**src/rtl/cache_arb_pkg.sv**
```systemverilog
// Shared types and default widths for the cache memory-port arbiter.
//   arb_state_t : arbiter FSM states
//   req_id_t    : requester identity, used for the round-robin tie-break bit
package cache_arb_pkg;

  localparam int ADDR_W = 32;   // byte address width
  localparam int LINE_W = 256;  // cache-line width in bits
  localparam int CNT_W  = 32;   // performance counter width

  typedef enum logic [1:0] {
    IDLE   = 2'd0,
    I_BUSY = 2'd1,
    D_BUSY = 2'd2
  } arb_state_t;

  typedef enum logic {
    REQ_I = 1'b0,
    REQ_D = 1'b1
  } req_id_t;

endpackage

```
**src/rtl/cache_arbiter.sv**
```systemverilog
// cache_arbiter: shares one physical-memory port between icache and dcache.
// One requester is granted at a time. Its request is latched and the memory
// port is driven from registers; the response is routed back in the cycle
// mem_resp arrives. Simultaneous requests are broken round-robin.
//
// Ports:
//   clk, rst                       clock, synchronous active-high reset
//   i_read, i_address              icache line-read request
//   i_rdata, i_resp                icache return data / completion
//   d_read, d_write, d_address,
//   d_wdata                        dcache read / writeback request
//   d_rdata, d_resp                dcache return data / completion
//   mem_read, mem_write,
//   mem_address, mem_wdata         shared memory port (registered)
//   mem_rdata, mem_resp            shared memory port response
//   i_grant_cnt, d_grant_cnt,
//   conflict_cnt                   performance counters (wrap around)
module cache_arbiter #(
  parameter int ADDR_W = cache_arb_pkg::ADDR_W,
  parameter int LINE_W = cache_arb_pkg::LINE_W,
  parameter int CNT_W  = cache_arb_pkg::CNT_W
) (
  input  logic              clk,
  input  logic              rst,
  input  logic              i_read,
  input  logic [ADDR_W-1:0] i_address,
  output logic [LINE_W-1:0] i_rdata,
  output logic              i_resp,
  input  logic              d_read,
  input  logic              d_write,
  input  logic [ADDR_W-1:0] d_address,
  input  logic [LINE_W-1:0] d_wdata,
  output logic [LINE_W-1:0] d_rdata,
  output logic              d_resp,
  output logic              mem_read,
  output logic              mem_write,
  output logic [ADDR_W-1:0] mem_address,
  output logic [LINE_W-1:0] mem_wdata,
  input  logic [LINE_W-1:0] mem_rdata,
  input  logic              mem_resp,
  output logic [CNT_W-1:0]  i_grant_cnt,
  output logic [CNT_W-1:0]  d_grant_cnt,
  output logic [CNT_W-1:0]  conflict_cnt
);
  import cache_arb_pkg::*;

  localparam logic [CNT_W-1:0] CNT_ONE = CNT_W'(1);

  arb_state_t        state_q;
  req_id_t           last_grant_q;
  logic              mem_read_q;
  logic              mem_write_q;
  logic [ADDR_W-1:0] mem_address_q;
  logic [LINE_W-1:0] mem_wdata_q;
  logic [CNT_W-1:0]  i_grant_cnt_q;
  logic [CNT_W-1:0]  d_grant_cnt_q;
  logic [CNT_W-1:0]  conflict_cnt_q;

  logic i_req;
  logic d_req;
  logic conflict;
  logic grant_i;
  logic grant_d;

  // Grant decision, only acted on in IDLE. On a tie the requester that did
  // not win the previous tie is chosen.
  always_comb begin
    i_req    = i_read;
    d_req    = d_read | d_write;
    conflict = i_req & d_req;
    grant_d  = d_req & (~i_req | (last_grant_q == REQ_I));
    grant_i  = i_req & ~grant_d;
  end

  always_ff @(posedge clk) begin
    if (rst) begin
      state_q        <= IDLE;
      last_grant_q   <= REQ_I;
      mem_read_q     <= 1'b0;
      mem_write_q    <= 1'b0;
      mem_address_q  <= '0;
      mem_wdata_q    <= '0;
      i_grant_cnt_q  <= '0;
      d_grant_cnt_q  <= '0;
      conflict_cnt_q <= '0;
    end else begin
      case (state_q)
        IDLE: begin
          if (grant_i) begin
            state_q       <= I_BUSY;
            mem_read_q    <= 1'b1;
            mem_write_q   <= 1'b0;
            mem_address_q <= i_address;
            i_grant_cnt_q <= i_grant_cnt_q + CNT_ONE;
          end else if (grant_d) begin
            state_q       <= D_BUSY;
            // read and write together is treated as a writeback
            mem_read_q    <= ~d_write;
            mem_write_q   <= d_write;
            mem_address_q <= d_address;
            mem_wdata_q   <= d_wdata;
            d_grant_cnt_q <= d_grant_cnt_q + CNT_ONE;
          end
          // the tie-break bit only moves when there actually was a tie
          if (conflict) begin
            conflict_cnt_q <= conflict_cnt_q + CNT_ONE;
            last_grant_q   <= grant_d ? REQ_D : REQ_I;
          end
        end
        I_BUSY, D_BUSY: begin
          // request lines are not looked at here: a dropped request still
          // runs to completion
          if (mem_resp) begin
            state_q     <= IDLE;
            mem_read_q  <= 1'b0;
            mem_write_q <= 1'b0;
          end
        end
        default: begin
          state_q     <= IDLE;
          mem_read_q  <= 1'b0;
          mem_write_q <= 1'b0;
        end
      endcase
    end
  end

  // Completion is forwarded combinationally; mem_resp in IDLE goes nowhere.
  assign i_resp  = (state_q == I_BUSY) & mem_resp;
  assign d_resp  = (state_q == D_BUSY) & mem_resp;
  assign i_rdata = mem_rdata;
  assign d_rdata = mem_rdata;

  assign mem_read     = mem_read_q;
  assign mem_write    = mem_write_q;
  assign mem_address  = mem_address_q;
  assign mem_wdata    = mem_wdata_q;
  assign i_grant_cnt  = i_grant_cnt_q;
  assign d_grant_cnt  = d_grant_cnt_q;
  assign conflict_cnt = conflict_cnt_q;

endmodule
```
**config.mk**
```make
export PLATFORM = sky130hd
export DESIGN_NAME = cache_arbiter
export DESIGN_NICKNAME = d
export VERILOG_FILES = /design/src/rtl/cache_arb_pkg.sv /design/src/rtl/cache_arbiter.sv
export SDC_FILE = /design/constraint.sdc
export NUM_CORES = 1
export LEC_CHECK = 0
export CORE_AREA = 5 5 577 579
export CTS_CLUSTER_SIZE = 8
export DETAILED_ROUTE_END_ITERATION = 12
export DIE_AREA = 0 0 582 584
export GPL_TIMING_DRIVEN = 0
export SYNTH_ARGS = -nofsm -noshare
export SYNTH_HDL_FRONTEND = slang
export SYNTH_SLANG_ARGS = --single-unit
export TNS_END_PERCENT = 20
```
**constraint.sdc**
```tcl
create_clock -name clk -period 2.24 [get_ports clk]
set_input_delay 0.56 -clock clk [delete_from_list [all_inputs] [get_ports clk]]
set_output_delay 0.56 -clock clk [all_outputs]
set_load 0.05 [all_outputs]
```
-- Word level (Yosys, flattened, before mapping)
Cells that the tools add are included.
W data, S select, Z words.
- register bits after elaboration: 389
- input bits: 582
- output and inout port bits: 900
- logic and storage cells: 50
- add/sub/neg operators: 3
- equality and inequality tests: 4
- multiplexer cells: 14
- bitwise operators: 12
- reductions and logical operators: 8
- operator list (cell ; count):
    $add A32 B1 Y32 const B ; 3
    $mux W32 ; 2
    $reduce_and A2 Y1 ; 4
    $mux W1 ; 6
    $mux W2 ; 3
    $and A1 B1 Y1 ; 5
    $not A1 Y1 ; 5
    $pmux W1 S2 ; 2
    $pmux W2 S2 ; 1
    $ne A3 B3 Y1 const B ; 1
    $reduce_and A3 Y1 ; 1
    $eq A2 B1 Y1 const B ; 1
    $eq A2 B2 Y1 const B ; 1
    $logic_not A2 Y1 ; 1
    $ne A2 B2 Y1 const B ; 1
    $or A1 B1 Y1 ; 2
    $reduce_bool A2 Y1 ; 1
    $reduce_or A2 Y1 ; 1

-- Logic depth before layout (Yosys ltp)
Gate-level depths: netlist of run 1.
- word-level depth: 7
- mapped depth: 9
- gate-level depth less buffers: 6

-- Least setup slack after synthesis of run 1
OpenSTA, ideal clock, no wires.
- path type: reg-to-reg
- from: register i_grant_cnt_q[2] (netlist: i_grant_cnt[2])
- to: register i_grant_cnt_q[31] (netlist: i_grant_cnt[31])
- setup time: 0.121 ns
- arrival: 2.205 ns
- required time: 2.119 ns
- setup slack: -0.086 ns
- cell stages (with the launch flop): 6
- buffers on the path: 1
- period minus slack after synthesis: 2.326 ns
- path through: dfxtp_1 -> nand4_1 -> or4_4 -> buf_6 -> nor4_1 -> mux2_2
- word-level cells in the longest chain between the ends: 1
- ends and longest elaborated chain (what ; RTL line ; RTL):
    start: declaration ; cache_arbiter.sv:55 ; logic [CNT_W-1:0] i_grant_cnt_q;
    start signal: assignment ; cache_arbiter.sv:94 ; i_grant_cnt_q <= i_grant_cnt_q + CNT_ONE;
    $add A32 B1 Y32 ; cache_arbiter.sv:94 ;
No other way between the ends.
A chain may end at the register's enable or synchronous reset.

-- Worst setup path after layout of run 1
- from: input port rst
- to: register mem_wdata_q[69] (netlist: mem_wdata[69])
- RTL lines (what ; RTL line ; RTL):
    start: declaration ; cache_arbiter.sv:24 ; input logic rst,
    end signal: assignment ; cache_arbiter.sv:101 ; mem_wdata_q <= d_wdata;
    end: declaration ; cache_arbiter.sv:54 ; logic [LINE_W-1:0] mem_wdata_q;
No word-level cell between the ends.

==> impl_metrics.yaml, run 1 <==
finish:
  drive_above_1_share_pct: 28.8
  syn_to_final_growth_pct: 102
  num-fill-cells: 38000
  finalNetCount: 4273
  stdcell_area_sq_um: 37900
worst_hold_path:
  hold_path.class: "in -> reg"
  min_from: "d_write"
  worstHoldPathCells: 4
global_routing:
  grt_pass1_wl_mm: 289
  grt_pass1_vias: 21400
  overflow: 0
  grt_max_degree: 17
  grt.total_usage_pct: 13.7
  antenna_found_initial: 130
cts:
  htree_levels: 2
  cts_buffers: 59
  clock_path_buffers: 3
  hold_buffers: 0
  cts_sinks: 389
  clock_latency_ns: 0.74
  clkTransAtPathRegs_ns: 0.06
  clockRootBuffer: "clkbuf_16"
  tritoncts: "done"
routing:
  wl_per_cell_um: 30.3
  wl_mm: 245
  initialDrtViolationCount: 1628
  dr.pass1.iters: 5
  antenna_left: 0
  drc: 0
  routed_via_density: 2.81
  vias: 22800
timing:
  relSlewSlack_pct: 8.29
  max_freq_mhz: 433
  fin_crit_sh_pct: 103
  setup_viol: 16
  hold_slack_ns: 0.238
  slew_viol_final: 0
  clock_skew_ns: 0.0518
  min_period_ns: 2.31
  grt_setup_unrepaired: "yes"
  fin_ws_ns: -0.0711
  finalHoldViolations: 0
  tightest_slew_ns: 1.38
placed_design:
  pre_cts_ws_ns: -2.45
  gp_congestion: 0.930
  place.port_buffers: 1223
  dp_hpwl_mm: 224
  dpl_cell_area_sq_um: 36500
logic_synthesis:
  synthDistinctLibCells: 39
  syn_avg_cell_area_sq_um: 7.89
  synth_fa_ha_area_share_pct: 0.400
  synth_nets: 2970
  synth_area_leader_cell: "dfxtp_1"
  synth-main-ff-cell: "dfxtp_1"
  synth_area_sq_um: 18800
  synth-seq-cells: 389
  synth_area_leaders: "dfxtp_1 41%, buf_4 20%, nand2_1 12%"
  synth_seq_area_share_pct: 41.5
  synth.top_cells.by_count: "577 x nand2_1, 512 x buf_4, 389 x dfxtp_1, 317 x a21oi_1, 124 x clkbuf_1"
  synth-async-reset-ratio_pct: 0
  synth.most_common_cell: "nand2_1"
  synth-simple-area-share_pct: 20.3
  synth-edff-count: 0
  yosys_warnings: 0
  synth_top_family_by_area: "buffers and inverters"
  synth_top_area_share_pct: 41.5
  syn_inst: 2382
  synth_xor_area_share_pct: 1.12
  synthMuxAreaShare_pct: 0.759
  synth_compound_area_share_pct: 12.4
die:
  io_pins: 1482
  dieHeight_um: 584
  rows: 210
  die_w_um: 582
  start_util_pct: 5.75
  die-area_sq_um: 340000
  core_sq_um: 327000
worst_setup_path:
  critPathLaunch: "rst"
  r2r_cells: 8
  worstPathRequired_ns: 2.82
  arrival_ns: 2.89
  worst-setup-path-type: "in -> reg"
  cp-end-kind: "flip-flop"
  rr_startpoint: "state_q[0]$_SDFFE_PP0P_"
  cp_max_fo: 10
  startpoint_type: "primary input"
power:
  p_leak_nw: 14.6
  totalPowerFinal_mw: 28.7
  p_per_area_nw_per_um2: 758
  ir_worst_vdd_v: 0.000605
outcome:
  status: "finished, violations left"
  violations: "negative setup slack"
run:
  maxCapViolations: 0
[power by group]
part	internal [mW]	leakage [nW]	total (mW)	switching, mW
clock network	5.19	0.844	9.05	3.87
logic	3.27	10.6	11.6	8.32
registers	7.62	3.20	8.07	0.452
total	16.1	14.6	28.7	12.6
[layout make-up]
type	instances	area (sq um)	share of cell area [%]
antenna	65	163	0.429
buffer	649	4550	12.0
clock buffer	69	1560	4.13
clock inverter	10	164	0.433
inverter	11	46.3	0.122
multi-input combinational	1330	6760	17.8
sequential	389	7800	20.6
tap	4346	5440	14.3
timing repair buffer	1245	11400	30.1
[final timing paths]
| kind | slack [ns] | to |
|---|---|---|
| worst min register to register | 0.45 | mem_wdata[42]$_SDFFE_PP0P_ |
| worst max register to register | 0.01 | mem_wdata[137]$_SDFFE_PP0P_ |
| worst max-delay path | -0.07 | mem_wdata[69]$_SDFFE_PP0P_ |
| worst min-delay path | 0.24 | mem_read$_SDFFE_PP0P_ |
[registers in the layout, indices dropped and copies added (netlist names)]
name          flops
d_grant_cnt      32
mem_read          1
mem_address      32
last_grant_q      1
conflict_cnt     32
mem_wdata       256
state_q           2
mem_write         1
i_grant_cnt      32
[cell usage in the layout (no fill, tap or decap), drive strengths merged, types with 16 or more instances in the layout]
cell type	n
o21ai	28
and4	16
dlygate4sd2	70
xor2	16
o31ai	32
clkbuf	298
a21oi	317
dlymetal6s2s	16
clkdlybuf4s50	760
or4	34
dfxtp	389
clkdlybuf4s15	98
a311oi	32
nand2	577
or3	28
nand3	62
nor2	73
diode	65
buf	712
nand4	35
[per-layer routing]
metal  GRT usage (%)  share of wire, %  up-vias
met4            4.82               5.3       62
met1            14.9                36    10700
met2            22.0                44     1558
met3            8.19                15      362
met5               0              0.16        -
li1                -                 -    10100
[what timing repair did]
| item | CTS | global route |
|---|---|---|
| buffers inserted | 14 | 5 |
| setup endpoints to repair | 815 | 464 |
| pin swaps | 11 | 4 |
| gates resized for setup | 1007 | 464 |
[critical path, stage by stage]
cell,delay [ns]
clkbuf_2,0.20
buf_12,0.21
buf_1,1.02
clkbuf_1,0.72
a21oi_1,0.11
[metrics by stage]
| step | instances | utilization (%) | TNS [ns] |
|---|---|---|---|
| after global placement | 7951 | 11.2 | -977.76 |
| final | 8114 | 11.6 | -0.546 |
| after global routing | 8089 | 11.6 | -4.50 |
| after floorplan | 2382 | - | 0 |
| after detailed placement | 7954 | 11.2 | -686.97 |
| after CTS | 8044 | 11.7 | -25.32 |
[kinds of logic (layout without fill, tap and decap cells)]
family | count (synthesis) | in the layout
simple gates | 869 | 869
buf+inv | 663 | 1984
compound gates | 418 | 418
flops | 389 | 389
xor+xnor | 24 | 24
mux | 13 | 13
fa+ha+maj | 6 | 6
other cells | 0 | 65
Note: power is estimated with default switching activity, not from simulation.
==> run 2: changes to the inputs <==
--- a/config.mk
+++ b/config.mk
@@ -5,10 +5,11 @@
 export SDC_FILE = /design/constraint.sdc
 export NUM_CORES = 1
 export LEC_CHECK = 0
-export CORE_AREA = 5 5 577 579
+export ABC_AREA = 1
+export CORE_AREA = 5 5 566 568
 export CTS_CLUSTER_SIZE = 8
 export DETAILED_ROUTE_END_ITERATION = 12
-export DIE_AREA = 0 0 582 584
+export DIE_AREA = 0 0 571 573
 export GPL_TIMING_DRIVEN = 0
 export SYNTH_ARGS = -nofsm -noshare
 export SYNTH_HDL_FRONTEND = slang
==> impl_metrics.yaml, run 2 <==
cts:
  cts_sinks: 389
  tritoncts: "done"
  clock_latency_ns: 0.70
  htree_levels: 2
  cts_buffers: 58
  clkTransAtPathRegs_ns: 0.07
  post_cts_buffers: 0
  clockRootBuffer: "clkbuf_16"
  hold_buffers: 0
  clock_path_buffers: 3
global_routing:
  grt_max_degree: 17
  grt.total_usage_pct: 13.5
  overflow: 0
  grt_pass1_vias: 22200
  grt_pass1_wl_mm: 279
  antenna_found_initial: 110
power:
  power_switching_mw: 13.9
  p_comb_share_pct: 43.7
  totalPowerFinal_mw: 30.8
  ir_worst_vdd_v: 0.000553
  seqPwrFrac_pct: 27.0
  p_leak_nw: 15.8
  p_clk_share_pct: 29.3
  p_per_area_nw_per_um2: 789
  swShare_pct: 45.1
  cellInternalPower_mw: 16.9
finish:
  syn_to_final_growth_pct: 97.6
  regArea_sq_um: 7790
  multi_input_area_sq_um: 6840
  finalNetCount: 4581
  largest_reg_flops: 256
  num-fill-cells: 36500
  final_cell_mix: "784 x nand2_1, 763 x clkdlybuf4s50_1, 603 x buf_4, 386 x dfxtp_1, 299 x a21oi_1"
  mostFrequentLayoutCell: "nand2_1"
  layout.cells.non_filler: 8228
  drive_above_1_share_pct: 25.1
timing:
  fin_ws_ns: -0.0695
  tightest_slew_ns: 1.29
  min_period_ns: 2.31
  max_freq_mhz: 433
  finalHoldViolations: 0
  setup_viol: 10
  slew_viol_final: 0
  fin_crit_sh_pct: 103
  clock_skew_ns: 0.0285
  hold_slack_ns: 0.419
  relSlewSlack_pct: 13.6
  grt_setup_unrepaired: "yes"
routing:
  routed_via_density: 2.83
  antenna_left: 0
  initialDrtViolationCount: 1534
  wl_per_cell_um: 28.2
  dr.pass1.iters: 5
  vias: 23200
  wl_mm: 232
  drc: 0
logic_synthesis:
  synth_area_leaders: "dfxtp_1 39%, buf_4 20%, nand2_1 15%"
  synthDistinctLibCells: 36
  synth.most_common_cell: "nand2_1"
  synth_seq_area_share_pct: 39.4
  synth_area_sq_um: 19700
  synth_top_area_share_pct: 39.4
  syn_inst: 2708
  synth.top_cells.by_count: "785 x nand2_1, 519 x buf_4, 389 x dfxtp_1, 299 x a21oi_1, 165 x inv_1"
  synth-main-ff-cell: "dfxtp_1"
  synth-async-reset-ratio_pct: 0
  synth-seq-cells: 389
  synth_area_leader_cell: "dfxtp_1"
  syn_avg_cell_area_sq_um: 7.29
  synth_nets: 3296
  yosys_warnings: 0
  synth-edff-count: 0
worst_setup_path:
  critPathLaunch: "mem_rdata[70]"
  cp_num_cells: 2
  startpoint_type: "primary input"
  worst-setup-path-type: "in -> out"
  reg2reg_slack_ns: 0.02
  crit_path_max_incr_delay_ns: 1.09
  cp_max_fo: 2
  cp_slowest_cell: "clkdlybuf4s50_1"
  worstPathRequired_ns: 1.68
  cp-end-kind: "output pin"
  arrival_ns: 1.75
  path_buf_inv: 2
  crit_path_end: "d_rdata[70]"
  cp_top_family: "buffers and inverters"
  r2r_cells: 8
  r2r-end: "mem_address[9]$_SDFFE_PP0P_"
  path_cells: "buf_4, clkdlybuf4s50_1"
  rr_startpoint: "state_q[0]$_SDFFE_PP0P_"
die:
  core_sq_um: 314000
  die_w_um: 571
  io_pins: 1482
  die-area_sq_um: 327000
  dieHeight_um: 573
  rows: 206
  start_util_pct: 6.28
run:
  maxCapViolations: 0
placed_design:
  dp_hpwl_mm: 211
  gp_congestion: 1.03
  place.port_buffers: 1224
  post-place-cells: 8093
worst_hold_path:
  hold_path.class: "in -> reg"
outcome:
  status: "finished, violations left"
  violations: "negative setup slack"
==> run 2: changes by cell type in the layout (fill, tap and decap cells not counted), moves of 28 or more <==
cell,change
or4_1,-33
nor2_1,+86
nand2_1,+209
o31ai_1,-31
clkdlybuf4s15_2,+113
a311oi_1,-32
or3_1,-28
nand3_1,+38
clkbuf_2,-149
o211ai_1,+33
inv_1,+154
==> run 2: worst min path at each step <==
| stage | to | start | cells past startpoint | slack [ns] |
|---|---|---|---|---|
| 3_5_place_dp | last_grant_q$_SDFFE_PP0P_ | last_grant_q$_SDFFE_PP0P_ | 1 | 0.45 |
| 6_report | mem_wdata[147]$_SDFFE_PP0P_ | d_wdata[147] | 3 | 0.42 |
| 2_1_floorplan | last_grant_q$_SDFFE_PP0P_ | last_grant_q$_SDFFE_PP0P_ | 1 | 0.42 |
| 4_1_cts | mem_wdata[64]$_SDFFE_PP0P_ | d_wdata[64] | 3 | 0.32 |
| 5_1_grt | mem_wdata[61]$_SDFFE_PP0P_ | d_wdata[61] | 3 | 0.38 |
| 3_3_place_gp | last_grant_q$_SDFFE_PP0P_ | last_grant_q$_SDFFE_PP0P_ | 1 | 0.44 |
==> run 2: cell families (layout without fill, tap and decap cells) <==
family / after synthesis / in the layout / share of synthesized area (%)
flops: 389 / 389 / 39.4
buf+inv: 799 / 2100 / 26.1
fa+ha+maj: 6 / 6 / 0.380
other cells: 0 / 59 / 0
xor+xnor: 12 / 12 / 0.532
simple gates: 1129 / 1129 / 23.5
compound gates: 373 / 373 / 10.0
==> run 2: power by group through the flow <==
stage	logic [mW]	registers, mW	clock network (mW)
detailed placement	14.0	8.43	0
finish	13.4	8.31	9.03
CTS	13.7	8.30	9.40
floorplan	4.80	11.1	0
global placement	14.0	8.40	0
global route	14.2	8.39	9.53
==> run 2: stage by stage <==
| step | setup slack (ns) | utilization (%) | area, sq um | TNS (ns) |
|---|---|---|---|---|
| global route | -0.0760 | 12.4 | 38900 | -1.29 |
| detailed placement | -1.24 | 11.8 | 37200 | -269.34 |
| CTS | -0.286 | 12.4 | 38900 | -15.81 |
| global placement | -2.47 | 11.8 | 37200 | -645.52 |
| finish | -0.0695 | 12.4 | 39000 | -0.267 |
| floorplan | 0.369 | - | 19700 | 0 |
==> run 2: layer usage <==
metal / global-route usage (%) / share of wire, %
met4: 4.90 / 3.4
met2: 21.2 / 45
met1: 15.6 / 38
met3: 6.94 / 13
met5: 0 / 0.15
==> run 2: layout make-up <==
cell class	instances	share of cell area, %
sequential	389	20.0
clock inverter	9	0.549
antenna	59	0.379
tap	4160	13.3
multi-input combinational	1520	17.5
buffer	628	11.7
clock buffer	67	3.88
inverter	171	1.66
timing repair buffer	1225	31.0
==> run 2: repair_timing <==
action | in CTS | in global routing
setup endpoints to repair | 680 | 218
resized for setup | 1062 | 130
pin swaps | 0 | 0
==> run 3: changes to the inputs <==
--- a/config.mk
+++ b/config.mk
@@ -6,6 +6,7 @@
 export NUM_CORES = 1
 export LEC_CHECK = 0
 export ABC_AREA = 1
+export CAP_MARGIN = 30
 export CORE_AREA = 5 5 566 568
 export CTS_CLUSTER_SIZE = 8
 export DETAILED_ROUTE_END_ITERATION = 12
==> impl_metrics.yaml, run 3 (synthesis results as in run 2) <==
placed_design:
  place.port_buffers: 1224
  dp_hpwl_mm: 211
  gp_congestion: 1.03
  post-place-cells: 8147
routing:
  wl_per_cell_um: 28.0
  antenna_left: 0
  vias: 23400
  initialDrtViolationCount: 1547
  wl_mm: 232
  dr.pass1.iters: 6
  routed_via_density: 2.83
  drc: 0
timing:
  clock_skew_ns: 0.0314
  relSlewSlack_pct: 35.2
  finalHoldViolations: 0
  setup_viol: 3
  setup_tns_ns: -0.132
  grt_setup_unrepaired: "yes"
  tightest_slew_ns: 0.970
  slew_viol_final: 0
  fin_crit_sh_pct: 103
  min_period_ns: 2.31
  fin_ws_ns: -0.0694
  max_freq_mhz: 433
global_routing:
  grt_pass1_wl_mm: 279
  grt_max_degree: 17
  grt.total_usage_pct: 13.5
  grt_pass1_vias: 22400
  overflow: 0
  antenna_found_initial: 114
cts:
  hold_buffers: 0
  cts_sinks: 389
  cts_buffers: 58
  tritoncts: "done"
  clock_latency_ns: 0.71
  clkTransAtPathRegs_ns: 0.07
  clock_path_buffers: 3
  clockRootBuffer: "clkbuf_16"
  htree_levels: 2
  post_cts_buffers: 0
worst_setup_path:
  cp_max_fo: 2
  path_buf_inv: 2
  r2r-end: "mem_address[18]$_SDFFE_PP0P_"
  crit_path_max_incr_delay_ns: 1.09
  crit_path_end: "d_rdata[70]"
  rr_startpoint: "state_q[0]$_SDFFE_PP0P_"
  cp_num_cells: 2
  cp_top_family: "buffers and inverters"
  reg2reg_slack_ns: 0.04
  r2r_cells: 8
  worst-setup-path-type: "in -> out"
  worstPathRequired_ns: 1.68
  critPathLaunch: "mem_rdata[70]"
  cp_slowest_cell: "clkdlybuf4s50_1"
  path_cells: "buf_4, clkdlybuf4s50_1"
  cp-end-kind: "output pin"
  startpoint_type: "primary input"
  arrival_ns: 1.75
die:
  core_sq_um: 314000
  dieHeight_um: 573
  start_util_pct: 6.28
  rows: 206
  die_w_um: 571
  io_pins: 1482
  die-area_sq_um: 327000
outcome:
  violations: "negative setup slack"
  status: "finished, violations left"
power:
  ir_worst_vdd_v: 0.000586
  p_leak_nw: 15.9
  p_per_area_nw_per_um2: 771
  totalPowerFinal_mw: 31.2
finish:
  final_cell_mix: "783 x nand2_1, 778 x clkdlybuf4s50_1, 584 x buf_4, 385 x dfxtp_1, 299 x a21oi_1"
  drive_above_1_share_pct: 26.1
  layout.cells.non_filler: 8274
  largest_reg_flops: 256
  finalNetCount: 4634
  syn_to_final_growth_pct: 105
  mostFrequentLayoutCell: "nand2_1"
  multi_input_area_sq_um: 6850
  regArea_sq_um: 7790
  num-fill-cells: 36400
worst_hold_path:
  hold_path.class: "in -> reg"
run:
  maxCapViolations: 0
[run 3: cell types whose count changed in the layout (fill, tap and decap cells not counted), moves of 2 or more]
| cell | before | now |
|---|---|---|
| clkdlybuf4s15_2 | 166 | 193 |
| clkdlybuf4s50_1 | 763 | 778 |
| clkinvlp_4 | 0 | 2 |
| clkbuf_2 | 7 | 10 |
| buf_8 | 0 | 6 |
| diode_2 | 59 | 51 |
| bufinv_16 | 5 | 3 |
| buf_16 | 1 | 51 |
| dlymetal6s2s_1 | 42 | 5 |
| buf_2 | 76 | 61 |
| dlygate4sd2_1 | 64 | 78 |
| buf_4 | 603 | 584 |
| clkdlybuf4s15_1 | 49 | 58 |
| clkbuf_1 | 46 | 50 |
[run 3: worst min-delay path by stage]
stage                               from                          end  cells past startpoint
6_report                    d_wdata[147]  mem_wdata[147]$_SDFFE_PP0P_                      3
5_1_grt                     d_wdata[201]  mem_wdata[201]$_SDFFE_PP0P_                      3
4_1_cts                     d_wdata[147]  mem_wdata[147]$_SDFFE_PP0P_                      3
3_5_place_dp   last_grant_q$_SDFFE_PP0P_    last_grant_q$_SDFFE_PP0P_                      1
3_3_place_gp   last_grant_q$_SDFFE_PP0P_    last_grant_q$_SDFFE_PP0P_                      1
2_1_floorplan  last_grant_q$_SDFFE_PP0P_    last_grant_q$_SDFFE_PP0P_                      1
[run 3: layout make-up]
class                           instances  area share (%)
Sequential cell                       389            19.3
Multi-Input combinational cell       1520            17.0
Inverter                              171            1.59
Timing Repair Buffer                 1278            33.5
Antenna cell                           51           0.316
Clock buffer                           69            3.74
Clock inverter                          8           0.406
Buffer                                628            11.3
Tap cell                             4160            12.9
[run 3: report_power, final]
part,internal (mW),switching [mW],total (mW)
registers,7.77,0.541,8.31
clock network,5.03,3.75,8.77
logic,4.32,9.75,14.1
total,17.1,14.0,31.2
[run 3: what timing repair did]
item,in CTS,in global routing
setup endpoints to repair,639,156
gates resized for setup,1069,83
cloned,0,0
[run 3: per-layer routing]
metal / GRT usage (%) / share of wire (%) / vias up
li1: - / - / 10800
met1: 15.7 / 39 / 10900
met2: 21.3 / 44 / 1470
met3: 6.84 / 13 / 294
met4: 4.64 / 3.6 / 52
met5: 0 / 0.25 / -
[run 3: per-stage QoR]
step           worst slack [ns]  utilization (%)  hold slack [ns]  cell area, sq um
6_report                -0.0694             12.9            0.409             40400
5_1_grt                 -0.0799             12.8            0.377             40400
4_1_cts                  -0.246             12.8            0.310             40300
3_5_place_dp              -1.19             12.3            0.445             38700
3_3_place_gp              -2.47             11.8            0.438             37200
2_1_floorplan             0.369                -            0.422             19700
